<file path="config.mk">
export PLATFORM = sky130hd
export DESIGN_NAME = ipsxe_floating_point_mac_pipe_v1_0
export DESIGN_NICKNAME = d
export VERILOG_FILES = /design/src/rtl/ipsxe_floating_point_mac_pkg.sv /design/src/rtl/ipsxe_floating_point_delay_line_v1_0.sv /design/src/rtl/ipsxe_floating_point_mac_pipe_v1_0.sv
export SDC_FILE = /design/constraint.sdc
export NUM_CORES = 2
export LEC_CHECK = 0
export ABC_AREA = 1
export CAP_MARGIN = 25
export CORE_MARGIN = 2
export CORE_UTILIZATION = 45
export CTS_CLUSTER_SIZE = 8
export DETAILED_ROUTE_END_ITERATION = 10
export MAX_ROUTING_LAYER = met4
export SKIP_CTS_REPAIR_TIMING = 1
export SYNTH_ARGS = -nofsm -noshare
export SYNTH_HDL_FRONTEND = slang
export SYNTH_SLANG_ARGS = --single-unit
</file>
<file path="constraint.sdc">
create_clock -name i_clk -period 6.4 [get_ports i_clk]
set_input_delay 0.96 -clock i_clk [delete_from_list [all_inputs] [get_ports i_clk]]
set_output_delay 0.96 -clock i_clk [all_outputs]
set_load 0.01 [all_outputs]
</file>
<file path="src/rtl/ipsxe_floating_point_mac_pkg.sv">
// Shared constants and elaboration helpers for the pipelined multiply-add unit.
package ipsxe_floating_point_mac_pkg;

  localparam int unsigned MAC_LATENCY_MIN = 1;
  localparam int unsigned MAC_LATENCY_MAX = 4;

  // The result needs one bit above the product and above the addend for the sign.
  function automatic bit mac_p_width_ok(input int unsigned a, input int unsigned b,
                                        input int unsigned c, input int unsigned p);
    return (p >= a + b + 1) && (p >= c + 1);
  endfunction

endpackage

</file>
<file path="src/rtl/ipsxe_floating_point_delay_line_v1_0.sv">
// Fixed-depth shift register with synchronous clear; DEPTH=0 is a plain wire.
module ipsxe_floating_point_delay_line_v1_0 #(
  parameter int unsigned WIDTH = 1,
  parameter int unsigned DEPTH = 1
) (
  input  logic             i_clk,
  input  logic             i_rst,
  input  logic [WIDTH-1:0] i_d,
  output logic [WIDTH-1:0] o_d
);

  if (DEPTH == 0) begin : g_wire
    logic unused_clk_rst;
    assign unused_clk_rst = &{1'b0, i_clk, i_rst};
    assign o_d = i_d;
  end else begin : g_shift
    logic [WIDTH-1:0] sr_q [DEPTH];

    always_ff @(posedge i_clk) begin
      if (i_rst) begin
        for (int unsigned i = 0; i < DEPTH; i++) begin
          sr_q[i] <= '0;
        end
      end else begin
        sr_q[0] <= i_d;
        for (int unsigned i = 1; i < DEPTH; i++) begin
          sr_q[i] <= sr_q[i-1];
        end
      end
    end

    assign o_d = sr_q[DEPTH-1];
  end

endmodule

</file>
<file path="src/rtl/ipsxe_floating_point_mac_pipe_v1_0.sv">
// Pipelined P = addend +/- A*B with optional internal accumulator as the addend.
module ipsxe_floating_point_mac_pipe_v1_0
  import ipsxe_floating_point_mac_pkg::*;
#(
  parameter int unsigned A_WIDTH = 25,
  parameter int unsigned B_WIDTH = 18,
  parameter int unsigned C_WIDTH = 47,
  parameter int unsigned P_WIDTH = 48,
  parameter int unsigned LATENCY = 3
) (
  input  logic               i_clk,
  input  logic               i_rst,
  input  logic               i_valid,
  input  logic [A_WIDTH-1:0] i_a,
  input  logic [B_WIDTH-1:0] i_b,
  input  logic [C_WIDTH-1:0] i_c,
  input  logic               i_sub,
  input  logic               i_acc,
  output logic               o_valid,
  output logic [P_WIDTH-1:0] o_p,
  output logic               o_ovf
);

  localparam int unsigned M_WIDTH   = A_WIDTH + B_WIDTH;
  localparam int unsigned S_WIDTH   = P_WIDTH + 1;
  localparam int unsigned CTL_WIDTH = C_WIDTH + 3;

  if (!mac_p_width_ok(A_WIDTH, B_WIDTH, C_WIDTH, P_WIDTH)) begin : g_bad_width
    $fatal(1, "P_WIDTH too narrow for A_WIDTH+B_WIDTH+1 or C_WIDTH+1");
  end
  if (LATENCY < MAC_LATENCY_MIN || LATENCY > MAC_LATENCY_MAX) begin : g_bad_latency
    $fatal(1, "LATENCY must be within 1..4");
  end

  logic [A_WIDTH-1:0]   a_m;
  logic [B_WIDTH-1:0]   b_m;
  logic [M_WIDTH-1:0]   prod_c;
  logic [M_WIDTH-1:0]   prod_f;
  logic [CTL_WIDTH-1:0] ctl_f;
  logic                 valid_f;
  logic                 acc_f;
  logic                 sub_f;
  logic [C_WIDTH-1:0]   c_f;
  logic [S_WIDTH-1:0]   addend;
  logic [S_WIDTH-1:0]   prod_ext;
  logic [S_WIDTH-1:0]   sum;
  logic [P_WIDTH-1:0]   p_d;
  logic                 ovf_d;
  logic                 valid_q;
  logic [P_WIDTH-1:0]   p_q;
  logic                 ovf_q;

  if (LATENCY == 1) begin : g_in_comb
    assign a_m = i_a;
    assign b_m = i_b;
  end else begin : g_in_reg
    logic [A_WIDTH-1:0] a_q;
    logic [B_WIDTH-1:0] b_q;
    always_ff @(posedge i_clk) begin
      a_q <= i_a;
      b_q <= i_b;
    end
    assign a_m = a_q;
    assign b_m = b_q;
  end

  assign prod_c = {{B_WIDTH{1'b0}}, a_m} * {{A_WIDTH{1'b0}}, b_m};

  if (LATENCY >= 3) begin : g_prod_reg
    logic [M_WIDTH-1:0] prod_q;
    always_ff @(posedge i_clk) begin
      prod_q <= prod_c;
    end
    if (LATENCY == 4) begin : g_prod_pipe
      logic [M_WIDTH-1:0] prod2_q;
      always_ff @(posedge i_clk) begin
        prod2_q <= prod_q;
      end
      assign prod_f = prod2_q;
    end else begin : g_prod_direct
      assign prod_f = prod_q;
    end
  end else begin : g_prod_comb
    assign prod_f = prod_c;
  end

  // Valid, mode bits and external addend follow the product so they meet it in the last stage.
  ipsxe_floating_point_delay_line_v1_0 #(
    .WIDTH (CTL_WIDTH),
    .DEPTH (LATENCY - 1)
  ) u_ctl_dly (
    .i_clk (i_clk),
    .i_rst (i_rst),
    .i_d   ({i_valid, i_acc, i_sub, i_c}),
    .o_d   (ctl_f)
  );

  assign {valid_f, acc_f, sub_f, c_f} = ctl_f;

  // The output register doubles as the accumulator, so back-to-back acc ops see the newest result.
  always_comb begin
    addend   = acc_f ? {p_q[P_WIDTH-1], p_q} : {{(S_WIDTH - C_WIDTH){1'b0}}, c_f};
    prod_ext = {{(S_WIDTH - M_WIDTH){1'b0}}, prod_f};
    sum      = sub_f ? (addend - prod_ext) : (addend + prod_ext);
    p_d      = sum[P_WIDTH-1:0];
    ovf_d    = sum[P_WIDTH] ^ sum[P_WIDTH-1];
  end

  always_ff @(posedge i_clk) begin
    if (i_rst) begin
      valid_q <= 1'b0;
      p_q     <= '0;
      ovf_q   <= 1'b0;
    end else begin
      valid_q <= valid_f;
      if (valid_f) begin
        p_q   <= p_d;
        ovf_q <= ovf_d;
      end
    end
  end

  assign o_valid = valid_q;
  assign o_p     = p_q;
  assign o_ovf   = ovf_q;

endmodule

</file>
Word level (Yosys, flattened, before mapping)
Memory sizes are Yosys's and may differ from the RTL's.
Index checks and enable logic that the tools add are counted.
- bits in registers: 136
- bits in writable memories: 100
- input bits: 95
- output and inout bits: 50
- memories kept: 1
- add/subtract/negate cells: 2
- multipliers: 1
- mux-type cells: 7
- bitwise operators: 3
- memories (name ; words ; width ; read ports ; clocked after Yosys merged registers in ; write ports ; RTL line ; RTL):
    u_ctl_dly.g_shift.sr_q ; 2 ; 50 ; 2 ; 0 ; 2 ; ipsxe_floating_point_delay_line_v1_0.sv:17 ; logic [WIDTH-1:0] sr_q [DEPTH];
- operators by type and width (kind ; count):
    $mux W50 ; 2
    $mux W49 ; 2
    $add A49 B43 Y49 ; 1
    $sub A49 B43 Y49 ; 1
    $mul A25 B18 Y43 ; 1
    $mux W1 ; 3
    $or A1 B1 Y1 ; 2
    $xor A1 B1 Y1 ; 1

Longest topological paths before layout
An unclocked memory read counts as a cell.
- depth in word-level cells: 5
- mapped depth: 30

Hierarchy
From an unflattened synthesis, not the netlist that was laid out.
- cells, all modules: 3745
- area total of the unflattened synthesis: 27407.5 sq um
- by module, submodules not included (module ; times used ; cells an instance ; area each (sq um) ; sequential area each (sq um)):
    ipsxe_floating_point_mac_pipe_v1_0 ; 1 ; 3384 ; 24130.6 ; 2722.6
    ipsxe_floating_point_delay_line_v1_0 ; 1 ; 361 ; 3276.9 ; 2001.9

Worst setup path before layout
Ideal clock, no wire load.
- path type: register -> register
- start: register g_in_reg.a_q[14], in the netlist a_m[14]
- end: register g_prod_reg.prod_q[30]
- library setup time: 123 ps
- data arrival time: 5355 ps
- required time: 6277 ps
- setup slack: 922 ps
- cell stages (with the launch flop): 25
- buffers on the path: 2
- clock period less this slack: 5478 ps
- cell sequence: dfxtp_1 > clkbuf_1 > buf_1 > nand2_1 > fa_1 > inv_1 > fa_1 > inv_1 > fa_1 > inv_1 > fa_1 > fa_1 > inv_1 > fa_1 > inv_1 > ha_1 > nand2_1 > inv_1 > a21oi_1 > nor2_1 > nor2_1 > nand2_1 > a21oi_1 > o21ai_1 > xor2_1
- cells in the longest elaborated chain, start to end: 1
- RTL lines (item ; RTL line ; RTL):
    start, declared ; ipsxe_floating_point_mac_pipe_v1_0.sv:57 ; logic [A_WIDTH-1:0] a_q;
    start signal, assigned ; ipsxe_floating_point_mac_pipe_v1_0.sv:60 ; a_q <= i_a;
    $mul A25 B18 Y43 ; ipsxe_floating_point_mac_pipe_v1_0.sv:67 ; assign prod_c = {{B_WIDTH{1'b0}}, a_m} * {{A_WIDTH{1'b0}}, b_m};
    net prod_c[30] ; ipsxe_floating_point_mac_pipe_v1_0.sv:37 ; logic [M_WIDTH-1:0] prod_c;
    end signal, assigned ; ipsxe_floating_point_mac_pipe_v1_0.sv:72 ; prod_q <= prod_c;
    end, declared ; ipsxe_floating_point_mac_pipe_v1_0.sv:70 ; logic [M_WIDTH-1:0] prod_q;
The timed path passes the listed nets, and every way through them passes these cells.
A chain may end at the register's enable or synchronous reset.

Worst setup path in the final report
- start: register g_in_reg.a_q[18], in the netlist a_m[18]
- end: register g_prod_reg.prod_q[39]
The elaborated chain is that of the path after synthesis.

==> flow_summary.json <==
{
  "status": "completed",
  "finalHoldViolCount": 0,
  "dr.pass1.iters": 5,
  "yosysTopAreaCell": "fa_1",
  "synthSimpleGateAreaFrac_pct": 20.4,
  "htree_levels": 2,
  "ant_nets": 0,
  "synth_top_area_share_pct": 27.4,
  "synth_top_family_by_area": "adder cells",
  "ys_seq_elements": 236,
  "max_freq_mhz": 167,
  "timing.rr.start": "a_m[18]",
  "routed_wl_um": 73800,
  "cp_data_arrival_time_ns": 6.48,
  "first_iter_violations": 1131,
  "worst_path_most_repeated_cell": "fa_1",
  "cp-end-kind": "register",
  "synth_cell_types": 51,
  "ys_seq_area_share_pct": 17.5,
  "crit_buf_inv": 3,
  "finClkSkew_ns": 0.0301,
  "cp.depth": 18,
  "synthXorXnorAreaFrac_pct": 3.33,
  "pin_count": 145,
  "die_h_um": 249,
  "insertion_delay_ns": 0.57,
  "crit_type": "reg2reg",
  "r2r_cells": 18,
  "synthTopCellsByCount": "inv_1, nand2_1, fa_1",
  "routedWlPerCell_um": 16.1,
  "critPathSlowestCell": "dfxtp_1",
  "synth_cells": 3716,
  "maxCapViolCount": 0,
  "antenna_found_initial": 0,
  "worst_slew_pin_slew_ns": 0.945,
  "setup_tns_ns": 0,
  "numPortBuffers": 144,
  "drv_slew": 0,
  "min_period_over_period_pct": 93.8,
  "antenna_cells": 0,
  "vias_per_cell": 4.84,
  "place_ws_ns": 0.345,
  "rsz0062_at_grt": "false",
  "path_cells": "nand2_1 > fa_1 > fa_1 > inv_1 > fa_1 > fa_1 > fa_1 > inv_1 > fa_1 > inv_1 > ha_1 > nand2_1 > nor2_1 > nand2_1 > a21oi_1 > o21ai_0 > o2111ai_1 > xor2_1",
  "dieArea_mm2": 0.0619,
  "grt_usage_pct": 25.3,
  "die-width_um": 249,
  "layout-drive-gt1-share_pct": 5.57,
  "hold_path_depth": 2,
  "avgSynthCellArea_um2": 7.26,
  "cts_buffers": 37,
  "clk_pin_slew_ns": 0.05,
  "gr-total-overflow": 0,
  "synth_async_sr_flop_share_pct": 0,
  "synth_flop_cell": "dfxtp_1",
  "finalNetCount": 4442,
  "min_path_type": "reg2reg",
  "synth_edf_count": 0,
  "cp_max_fo": 18,
  "synthTopCellsByArea": "fa_1, dfxtp_1, inv_1",
  "grt_pass1_wl_um": 121000,
  "design_area_mm2": 0.0303,
  "cts.sinks": 236,
  "cp-start-kind": "register",
  "row_count": 89,
  "syn-cell-area_mm2": 0.0270,
  "yosys_warnings": 0,
  "crit_start": "a_m[18]",
  "yosys-mux-area-fraction_pct": 0.538,
  "path_delay_family": "adder cells",
  "grt_max_degree": 80,
  "synth.net_count": 4346,
  "layout.filler_cells": 5949,
  "hpwl_um": 60900,
  "initial_utilization_pct": 45.6,
  "max_slew_margin_pct": 36.9,
  "required_ns": 6.88,
  "synth-compound-area-share_pct": 7.16,
  "gp_congestion": 0.946,
  "coreArea_mm2": 0.0591,
  "fin_ws_ns": 0.399,
  "dpl_cell_area_mm2": 0.0293,
  "period_minus_slack_ns": 6.00,
  "regArea_mm2": 0.00473,
  "cpPeakStageDelay_ns": 0.85,
  "clock_path_buffers": 3,
  "remaining_drc_errors": 0,
  "grt_pass1_vias": 23100,
  "areaGrowthSynthToFinish_pct": 12.4,
  "multiInputGateArea_mm2": 0.0179,
  "min_from": "u_ctl_dly.g_shift.sr_q[0][28]",
  "synthAdderAreaFrac_pct": 35.1,
  "root_buffer": "clkbuf_16",
  "vias": 22200,
  "setup_violations": 0,
  "synth_most_common_cell": "inv_1",
  "cts_tree": "built"
}
layout by cell type (no fill, tap or decap), types with 6 or more instances in the layout:
| cell | synthesis | final |
|---|---|---|
| a21o_1 | 6 | 6 |
| a21oi_1 | 172 | 172 |
| a21oi_2 | 13 | 13 |
| a31oi_1 | 13 | 13 |
| buf_4 | 0 | 57 |
| clkbuf_16 | 0 | 37 |
| clkdlybuf4s50_1 | 0 | 143 |
| dfxtp_1 | 236 | 233 |
| fa_1 | 369 | 369 |
| ha_1 | 166 | 166 |
| inv_1 | 991 | 991 |
| inv_2 | 14 | 14 |
| mux2_2 | 12 | 12 |
| nand2_1 | 822 | 822 |
| nand2_2 | 26 | 26 |
| nand3_1 | 79 | 79 |
| nand4_1 | 29 | 29 |
| nor2_1 | 313 | 313 |
| nor2_2 | 14 | 14 |
| nor3_1 | 27 | 27 |
| o211ai_1 | 7 | 7 |
| o21ai_0 | 75 | 75 |
| o21ai_1 | 12 | 12 |
| o21bai_1 | 27 | 27 |
| xnor2_1 | 21 | 21 |
| xor2_1 | 76 | 76 |
worst paths after layout:
check	end	slack (ns)
worst max-delay path	g_prod_reg.prod_q[39]	0.40
worst max register to register	g_prod_reg.prod_q[39]	0.40
worst min-delay path	u_ctl_dly.g_shift.sr_q[0][78]	0.39
worst min register to register	u_ctl_dly.g_shift.sr_q[0][78]	0.39
registers in the layout (all words and copies together) (netlist names):
signal                  flops
b_m                        18
o_ovf                       1
g_prod_reg.prod_q          43
o_p                        48
u_ctl_dly.g_shift.sr_q    100
o_valid                     1
a_m                        25
through the flow:
step | utilization, % | hold WS (ns) | cells
final | 51.3 | 0.394 | 4594
after global routing | 51.3 | 0.410 | 4594
after CTS | 51.3 | 0.396 | 4594
after detailed placement | 49.5 | 0.395 | 4546
after global placement | 49.5 | 0.393 | 4546
after floorplan | - | 0.388 | 3716
final cells by class:
class                      instances  share of cell area (%)
multi-input combinational       2330                    59.1
sequential                       236                    15.6
inverter                        1007                    12.5
timing repair buffer             200                    6.13
tap                              773                    3.19
clock buffer                      40                    3.12
clock inverter                     8                   0.384
cells by family (layout without fill, tap and decap cells):
logic type	after synthesis	in the layout
AO/OA/AOI/OAI	340	340
XOR/XNOR	100	100
adder cells (fa/ha/maj)	535	535
buffers and inverters	1150	1255
flip-flops	236	236
multiplexers	13	13
AND/OR/NAND/NOR	1342	1342
layer usage:
layer	vias to the layer above	share of wire [%]	global-route usage (%)
met1	10700	44	31.2
li1	11000	-	-
met3	112	4.3	3.03
met4	0	2.9	7.36
met2	453	49	43.7
met5	-	0	-
worst reg2reg max path, stage by stage, from the launching register on:
cell       delay (ns)
dfxtp_1          0.85
nand2_1          0.18
fa_1             0.55
fa_1             0.54
inv_1            0.05
fa_1             0.48
fa_1             0.53
fa_1             0.51
inv_1            0.05
fa_1             0.47
inv_1            0.04
ha_1             0.35
nand2_1          0.12
nor2_1           0.31
nand2_1          0.14
a21oi_1          0.29
o21ai_0          0.12
o2111ai_1        0.13
xor2_1           0.18
Power is left out: the tool's default activity adds up to more than one toggle a clock period on the data nets, which glitch-free logic cannot reach.
